## config.mk

```make
export PLATFORM = sky130hd
export DESIGN_NAME = ow_reset_presence
export DESIGN_NICKNAME = d
export VERILOG_FILES = /design/src/rtl/ow_pkg.sv /design/src/rtl/ow_us_tick.sv /design/src/rtl/ow_reset_presence.sv
export SDC_FILE = /design/constraint.sdc
export NUM_CORES = 1
export LEC_CHECK = 0
export CORE_MARGIN = 1.5
export CORE_UTILIZATION = 25
export DETAILED_ROUTE_END_ITERATION = 8
export RECOVER_POWER = 100
export SETUP_SLACK_MARGIN = 0.5
export SLEW_MARGIN = 20
export SYNTH_ARGS = -nofsm -noshare
export SYNTH_HDL_FRONTEND = slang
export SYNTH_SLANG_ARGS = --single-unit
```

## constraint.sdc

```tcl
create_clock -name clk_i -period 3 [get_ports clk_i]
set_input_delay 0.9 -clock clk_i [delete_from_list [all_inputs] [get_ports clk_i]]
set_output_delay 0.9 -clock clk_i [all_outputs]
set_load 0.05 [all_outputs]
```

## src/rtl/ow_pkg.sv

```systemverilog
// Shared types and default timing for the 1-Wire slot engines.
package ow_pkg;

    typedef enum logic [2:0] {
        IDLE      = 3'd0,
        CHECK     = 3'd1,
        RESET_LOW = 3'd2,
        RELEASE   = 3'd3,
        DONE      = 3'd4
    } state_t;

    localparam int TW = 16;

    typedef struct packed {
        logic [TW-1:0] reset_us;
        logic [TW-1:0] win_start_us;
        logic [TW-1:0] win_end_us;
        logic [TW-1:0] min_low_us;
        logic [TW-1:0] release_us;
    } timing_t;

    localparam int STD_RESET_US_DEF     = 480;
    localparam int STD_WIN_START_US_DEF = 15;
    localparam int STD_WIN_END_US_DEF   = 300;
    localparam int STD_MIN_LOW_US_DEF   = 60;
    localparam int STD_RELEASE_US_DEF   = 480;

    localparam int OD_RESET_US_DEF      = 70;
    localparam int OD_WIN_START_US_DEF  = 2;
    localparam int OD_WIN_END_US_DEF    = 24;
    localparam int OD_MIN_LOW_US_DEF    = 8;
    localparam int OD_RELEASE_US_DEF    = 48;

    function automatic int max2(input int a, input int b);
        return (a > b) ? a : b;
    endfunction

    function automatic timing_t make_timing(input int rst_us, input int ws_us,
                                            input int we_us, input int ml_us,
                                            input int rel_us);
        timing_t t;
        t.reset_us     = TW'(rst_us);
        t.win_start_us = TW'(ws_us);
        t.win_end_us   = TW'(we_us);
        t.min_low_us   = TW'(ml_us);
        t.release_us   = TW'(rel_us);
        return t;
    endfunction

endpackage

```

## src/rtl/ow_us_tick.sv

```systemverilog
// Microsecond prescaler: one-cycle tick every CLK_PER_US cycles, restarted by clr_i.
module ow_us_tick #(
    parameter int CLK_PER_US = 1
) (
    input  logic clk_i,
    input  logic rst_i,
    input  logic clr_i,
    output logic tick_o
);

    localparam int CW = (CLK_PER_US > 1) ? $clog2(CLK_PER_US) : 1;
    localparam logic [CW-1:0] LAST = CW'(CLK_PER_US - 1);

    logic [CW-1:0] cnt_q;
    logic [CW-1:0] cnt_d;

    // Wrap at LAST; clear holds the count at zero so the first tick lands CLK_PER_US cycles later.
    always_comb begin
        cnt_d = cnt_q;
        if (clr_i || (cnt_q == LAST)) begin
            cnt_d = '0;
        end else begin
            cnt_d = cnt_q + CW'(1);
        end
    end

    // Prescaler register.
    always_ff @(posedge clk_i) begin
        if (rst_i) begin
            cnt_q <= '0;
        end else begin
            cnt_q <= cnt_d;
        end
    end

    assign tick_o = !clr_i && (cnt_q == LAST);

endmodule

```

## src/rtl/ow_reset_presence.sv

```systemverilog
// 1-Wire reset/presence slot engine: idle check, reset pulse, windowed presence qualification.
//
// state     | meaning
// ----------+-----------------------------------------------------------
// IDLE      | waiting for start; results held
// CHECK     | wait one tick, then confirm the bus idles high
// RESET_LOW | drive the line low for reset_us ticks
// RELEASE   | line released; qualify presence inside the sampling window
// DONE      | one-cycle done pulse, results valid
module ow_reset_presence
    import ow_pkg::*;
#(
    parameter int CLK_PER_US       = 1,
    parameter int STD_RESET_US     = STD_RESET_US_DEF,
    parameter int STD_WIN_START_US = STD_WIN_START_US_DEF,
    parameter int STD_WIN_END_US   = STD_WIN_END_US_DEF,
    parameter int STD_MIN_LOW_US   = STD_MIN_LOW_US_DEF,
    parameter int STD_RELEASE_US   = STD_RELEASE_US_DEF,
    parameter int OD_RESET_US      = OD_RESET_US_DEF,
    parameter int OD_WIN_START_US  = OD_WIN_START_US_DEF,
    parameter int OD_WIN_END_US    = OD_WIN_END_US_DEF,
    parameter int OD_MIN_LOW_US    = OD_MIN_LOW_US_DEF,
    parameter int OD_RELEASE_US    = OD_RELEASE_US_DEF
) (
    input  logic clk_i,
    input  logic rst_i,
    input  logic bus_i,
    input  logic start_i,
    input  logic overdrive_i,
    output logic master_pull_low_o,
    output logic busy_o,
    output logic done_o,
    output logic found_presence_o,
    output logic err_stuck_low_o,
    output logic err_short_o
);

    localparam int MAX_US = max2(max2(max2(STD_RESET_US, STD_RELEASE_US), STD_WIN_END_US),
                                 max2(max2(OD_RESET_US, OD_RELEASE_US), OD_WIN_END_US));
    localparam int UW      = $clog2(MAX_US + 1);
    localparam int MAX_MIN = max2(STD_MIN_LOW_US, OD_MIN_LOW_US);
    localparam int LW      = $clog2(MAX_MIN + 1);

    localparam timing_t TS_STD = make_timing(STD_RESET_US, STD_WIN_START_US, STD_WIN_END_US,
                                             STD_MIN_LOW_US, STD_RELEASE_US);
    localparam timing_t TS_OD  = make_timing(OD_RESET_US, OD_WIN_START_US, OD_WIN_END_US,
                                             OD_MIN_LOW_US, OD_RELEASE_US);

    state_t        state_q, state_d;
    logic          od_q, od_d;
    logic [UW-1:0] cnt_q, cnt_d;
    logic [LW-1:0] low_q, low_d;
    logic          pres_q, pres_d;
    logic          found_q, found_d;
    logic          stuck_q, stuck_d;
    logic          short_q, short_d;
    logic          sync1_q, bus_s_q;
    logic          tick;

    timing_t       ts;
    logic [UW-1:0] reset_last;
    logic [UW-1:0] release_last;
    logic [UW-1:0] win_start;
    logic [UW-1:0] win_end;
    logic [LW-1:0] min_low;
    logic          in_window;

    ow_us_tick #(
        .CLK_PER_US(CLK_PER_US)
    ) u_tick (
        .clk_i (clk_i),
        .rst_i (rst_i),
        .clr_i (state_q == IDLE),
        .tick_o(tick)
    );

    assign ts           = od_q ? TS_OD : TS_STD;
    assign reset_last   = UW'(ts.reset_us - TW'(1));
    assign release_last = UW'(ts.release_us - TW'(1));
    assign win_start    = UW'(ts.win_start_us);
    assign win_end      = UW'(ts.win_end_us);
    assign min_low      = LW'(ts.min_low_us);
    assign in_window    = (cnt_q >= win_start) && (cnt_q < win_end);

    // Two-flop synchronizer for the raw bus level.
    always_ff @(posedge clk_i) begin
        if (rst_i) begin
            sync1_q <= 1'b0;
            bus_s_q <= 1'b0;
        end else begin
            sync1_q <= bus_i;
            bus_s_q <= sync1_q;
        end
    end

    // State and datapath registers.
    always_ff @(posedge clk_i) begin
        if (rst_i) begin
            state_q <= IDLE;
            od_q    <= 1'b0;
            cnt_q   <= '0;
            low_q   <= '0;
            pres_q  <= 1'b0;
            found_q <= 1'b0;
            stuck_q <= 1'b0;
            short_q <= 1'b0;
        end else begin
            state_q <= state_d;
            od_q    <= od_d;
            cnt_q   <= cnt_d;
            low_q   <= low_d;
            pres_q  <= pres_d;
            found_q <= found_d;
            stuck_q <= stuck_d;
            short_q <= short_d;
        end
    end

    // Next-state logic; the µs counter restarts on every state entry.
    always_comb begin
        state_d = state_q;
        od_d    = od_q;
        cnt_d   = cnt_q;
        low_d   = low_q;
        pres_d  = pres_q;
        found_d = found_q;
        stuck_d = stuck_q;
        short_d = short_q;
        unique case (state_q)
            IDLE: begin
                if (start_i) begin
                    od_d    = overdrive_i;
                    found_d = 1'b0;
                    stuck_d = 1'b0;
                    short_d = 1'b0;
                    cnt_d   = '0;
                    state_d = CHECK;
                end
            end
            CHECK: begin
                if (tick) begin
                    cnt_d = '0;
                    if (bus_s_q) begin
                        state_d = RESET_LOW;
                    end else begin
                        stuck_d = 1'b1;
                        state_d = DONE;
                    end
                end
            end
            RESET_LOW: begin
                if (tick) begin
                    if (cnt_q == reset_last) begin
                        cnt_d   = '0;
                        low_d   = '0;
                        pres_d  = 1'b0;
                        state_d = RELEASE;
                    end else begin
                        cnt_d = cnt_q + UW'(1);
                    end
                end
            end
            RELEASE: begin
                if (tick) begin
                    // Lows outside the window never count, so a pulse starting early is measured from win_start.
                    if (in_window && !bus_s_q) begin
                        if (low_q != min_low) begin
                            low_d = low_q + LW'(1);
                        end
                        if (low_d == min_low) begin
                            pres_d = 1'b1;
                        end
                    end else begin
                        low_d = '0;
                    end
                    if (cnt_q == release_last) begin
                        cnt_d   = '0;
                        state_d = DONE;
                        if (!bus_s_q) begin
                            short_d = 1'b1;
                            found_d = 1'b0;
                        end else begin
                            found_d = pres_d;
                        end
                    end else begin
                        cnt_d = cnt_q + UW'(1);
                    end
                end
            end
            DONE: begin
                state_d = IDLE;
            end
            default: begin
                state_d = IDLE;
            end
        endcase
    end

    assign master_pull_low_o = (state_q == RESET_LOW);
    assign busy_o            = (state_q != IDLE);
    assign done_o            = (state_q == DONE);
    assign found_presence_o  = found_q;
    assign err_stuck_low_o   = stuck_q;
    assign err_short_o       = short_q;

endmodule

```

=== After elaboration in Yosys (flattened, before gate mapping) ===
Cells that the tools add are included.

* $add $sub $neg: 5
* Magnitude comparators: 2
* Eq/ne operators: 16
* Multiplexer cells: 42
* Bitwise gates (word level): 1
* Reduce and logical (&&, ||, !) cells: 20

{| class="wikitable"
|+ Operators with widths
! cell !! number
|-
| 2-to-1 mux 73 bit || 1
|-
| 2-to-1 mux 9 bit || 6
|-
| 2-to-1 mux 6 bit || 8
|-
| case mux 9 bit (4 select lines) || 1
|-
| 2-to-1 mux 3 bit || 7
|-
| equality test 9 bit || 2
|-
| subtractor 9 x 1 -> 9 bit, second input constant || 2
|-
| 2-to-1 mux 1 bit || 13
|-
| != test 2 bit, second input constant || 6
|-
| case mux 3 bit (4 select lines) || 1
|-
| case mux 6 bit (2 select lines) || 1
|-
| AND reduction 4 bit || 3
|-
| AND reduction 5 bit || 2
|-
| adder 9 x 1 -> 9 bit, second input constant || 1
|-
| >= comparator 9 bit || 1
|-
| less-than comparator 9 bit || 1
|-
| case mux 1 bit (2 select lines) || 4
|-
| adder 6 x 1 -> 6 bit, second input constant || 1
|-
| equality test 3 x 2 -> 1 bit, second input constant || 2
|-
| equality test 6 bit || 1
|-
| != test 6 bit || 1
|-
| AND reduction 6 bit || 1
|-
| nonzero test 2 bit || 3
|-
| != test 2 x 1 -> 1 bit, second input constant || 2
|-
| 12 further kinds || 15
|}

* Register bits after elaboration: 26
* Input bits: 5
* Logic and storage cells: 97

=== Depth between registers and ports, before layout ===
* Depth after elaboration: 14
* Mapped depth: 9
* Mapped depth without buffers: 8

=== Cells and area by module ===
From an unflattened synthesis, not the netlist that was laid out.

* Cells, all modules: 201
* Area, all modules: 1661.6 um^2

{| class="wikitable"
|+ Modules (own cells, without submodules)
! module !! instances !! cells each !! area each (um^2) !! seq. area each (um^2)
|-
| ow_reset_presence || 1 || 198 || 1634.1 || 500.5
|-
| ow_us_tick || 1 || 3 || 27.5 || 20.0
|}

=== Worst setup path after synthesis ===
No wires, ideal clock.

* Path kind: flip-flop to output port
* Start point: register state_q[0]
* End point: output port done_o
* Arrival: 1.654 ns
* Slack: 0.446 ns
* Stages on the path, launching flop included: 3
* Path through: dfxtp_1 > buf_2 > nor3b_1

* Longest elaborated chain between the ends: 1

{| class="wikitable"
|+ Ends and longest elaborated chain
! item !! RTL line !! RTL
|-
| start, declared || ow_reset_presence.sv:49 || <nowiki>state_t state_q, state_d;</nowiki>
|-
| start signal, assigned || ow_reset_presence.sv:108 || <nowiki>state_q <= state_d;</nowiki>
|-
| equality test 3 bit || ow_reset_presence.sv:201 || <nowiki>assign done_o = (state_q == DONE);</nowiki>
|-
| end, declared || ow_reset_presence.sv:32 || <nowiki>output logic done_o,</nowiki>
|}

Every way passes these cells.

=== Worst setup path in the final report ===
* Start point: register state_q[1]
* End point: output port master_pull_low_o

* Longest elaborated chain between the ends: 1

{| class="wikitable"
|+ Ends and longest elaborated chain
! item !! RTL line !! RTL
|-
| equality test 3 x 2 -> 1 bit || ow_reset_presence.sv:199 || <nowiki>assign master_pull_low_o = (state_q == RESET_LOW);</nowiki>
|-
| end, declared || ow_reset_presence.sv:30 || <nowiki>output logic master_pull_low_o,</nowiki>
|}

Every way passes these cells.

==> results.cfg <==
[critical_path]
rr_startpoint = od_q
path_buf_inv = 1
path_max_fanout = 11
startpoint = state_q[1]
crit_chain = nand2b_1 > nor2_1 > clkbuf_1
worst_setup_path_end_kind = output pin
max_stage_delay_ps = 520
worst_r2r_path_depth = 7
cp_top_family = flip-flops
slowest_stage = dfxtp_1
required_ps = 2100
cp_num_cells = 3
critPathKind = flip-flop to output pin
cp-endpoint = master_pull_low_o
cp_data_arrival_time_ps = 1650
r2r_setup_slack_ps = 650
rr_endpoint = low_q[1]
start_kind = flip-flop

[finish]
regArea_um2 = 520
fin_nets = 235
finish.instance_area_mm2 = 0.00189
antenna-diode-count = 0
fill_cells = 711
areaGrowthSynthToFinish_pct = 13.6
utilization_pct = 29.6
drive_above_1_share_pct = 4.57
final_cells = 296
multi_input_area_mm2 = 0.00106

[place]
port_buffers = 10
gp_congestion = 0.829
dpl-instance-area_mm2 = 0.00185
post-dp-hpwl_um = 2680
dp_slack_ps = 408
place_inst = 292

[yosys]
synth_top_area_share_pct = 31.3
synth_warnings = 0
synth_area_leaders = dfxtp_1, ha_1, nor2_1
synth_cell_type_count = 48
synthArstFlopShare_pct = 0
synth_top_cell_by_area = dfxtp_1
postSynthCellCount = 209
ys.flop_type = dfxtp_1
syn_area_mm2 = 0.00166
ys_ff_latch = 26
avgSynthCellArea_um2 = 7.95
synth_nets = 224
synth_edf_count = 0
synth_seq_area_share_pct = 31.3

[detailed_routing]
drc_errors = 0
wl_per_cell_um = 12.0
detail-route-antenna-nets = 0
drt_pass1_iterations = 4
route.vias.total = 1469
drt-initial-drc-count = 76
vias_per_cell = 4.96
drt_wl_total_um = 3540

[status]
status = complete, no violations

[power_and_ir_drop]
ir_worst_vdd_uv = 249
leakagePower_nw = 0.671
powerDensity_mw_per_mm2 = 393
power_mw = 0.742

[global_routing]
grtUsageTotal_pct = 10.0
grt_pass1_wl_um = 6010
antenna_found_initial = 0
grt_pass1_vias = 1373
grt_max_degree = 16
grt_overflow = 0

[timing]
fin_hold_ws_ps = 443
relSlewSlack_pct = 59.7
fin_crit_ps = 2550
finalSetupViolCount = 0
setup_slack_ps = 448
worst_pin_slew_ps = 607
finalCritPeriodShare_pct = 85.1
setup_tns_ps = 0
hold_viol_final = 0
rsz0062_at_grt = no
max_freq_mhz = 392
skew_ps = 6.46
maxSlewViolCount = 0

[clocking]
clock_path_buffers = 2
root_buffer = clkbuf_8
cts_hold_buffers = 0
clk_pin_slew_ps = 90
clkSinkCount = 26
ctsHtreeMaxLevel = 1
postCtsSetupBuffers = 0
cts_tree = built
clk_latency_ps = 270
cts_buffers = 3

[hold_path]
hold_path_class = flip-flop to flip-flop

[floorplanning]
die_area_mm2 = 0.00714
ios = 11
rows = 29
fp.dieH_um = 84.5
initial_core_util_pct = 26.0
die_w_um = 84.5
core_area_mm2 = 0.00639

[flow_run]
drv_cap = 0
## worst min-delay path by stage
stage / start / to / cells after the start
6_report: sync1_q / bus_s_q / 1
5_1_grt: sync1_q / bus_s_q / 1
4_1_cts: sync1_q / bus_s_q / 1
3_5_place_dp: sync1_q / bus_s_q / 1
3_3_place_gp: sync1_q / bus_s_q / 1
2_1_floorplan: sync1_q / bus_s_q / 1
## layout by cell type (no fill, tap or decap), types with 6 or more instances in the layout
cell type,n
o21ai_0,7
nor2_1,29
nand2_1,15
nor2b_1,6
inv_1,8
ha_1,10
xnor2_1,8
dfxtp_1,26
nand3_1,6
nor3_1,15
a21oi_1,13
## sequential cells by signal, indices dropped and copies added (netlist names)
name / flops
err_short_o: 1
bus_s_q: 1
u_tick.cnt_q: 1
low_q: 6
state_q: 3
od_q: 1
pres_q: 1
err_stuck_low_o: 1
found_presence_o: 1
sync1_q: 1
cnt_q: 9
## worst register-to-register path, cell delays in order, from the launching register on
cell and delay [ps]:
dfxtp_1 330, clkbuf_1 400, or3b_1 440, a2111oi_4 400, o21a_1 340, o31ai_1 160
nand2_1 90, a21oi_1 60
## what timing repair did
item	in CTS	in global routing
hold endpoints to repair	0	0
resized for setup	5	2
endpoints found under the setup margin	3	1
## logic make-up after synthesis
logic type | synth area share (%)
adders and majority gates | 7.53
AOI/OAI and AO/OA | 17.2
xor gates and xnor gates | 4.22
buffers and inverters | 4.89
other | 0.226
and+or+nand+nor | 32.2
muxes | 2.41
DFF | 31.3
## synthesized netlist by cell type (all sizes together), types with 2 or more instances
| cell type | instances |
|---|---|
| o211ai | 2 |
| or3 | 2 |
| nand3 | 6 |
| o21a | 4 |
| o21ai | 7 |
| a21oi | 13 |
| clkbuf | 5 |
| mux2i | 4 |
| a211o | 2 |
| buf | 4 |
| a31oi | 2 |
| dfxtp | 26 |
| nor3 | 15 |
| and2 | 4 |
| nand4 | 5 |
| ha | 10 |
| nand4b | 3 |
| nor4 | 2 |
| inv | 8 |
| nand2b | 3 |
| nand2 | 15 |
| nand3b | 2 |
| xnor2 | 8 |
| and3 | 3 |
| nor2 | 29 |
| nor2b | 6 |
## where the power goes
group          internal [mW]  leakage (nW)  switching (mW)  total, mW
Clock                  0.178        0.0357           0.112      0.290
Sequential             0.353         0.211          0.0124      0.365
Combinational         0.0363         0.424          0.0499     0.0862
Total                  0.568         0.671           0.174      0.742
## per-layer routing
metal,track usage [%],vias to the layer above,share of wire (%)
met3,1.57,7,1.7
met5,0,-,0
met1,13.8,681,52
li1,-,764,-
met4,3.67,0,1.7
met2,15.8,17,44
## cell type report
type                    count  area share (%)
clock buffers               3            2.19
clock inverters             1            1.59
inverters                   8            1.59
multi-input cells         166            56.0
flip-flops and latches     26            27.6
well taps                  77            5.10
repair buffers             15            5.96
Note: power is estimated with default switching activity, not from simulation.
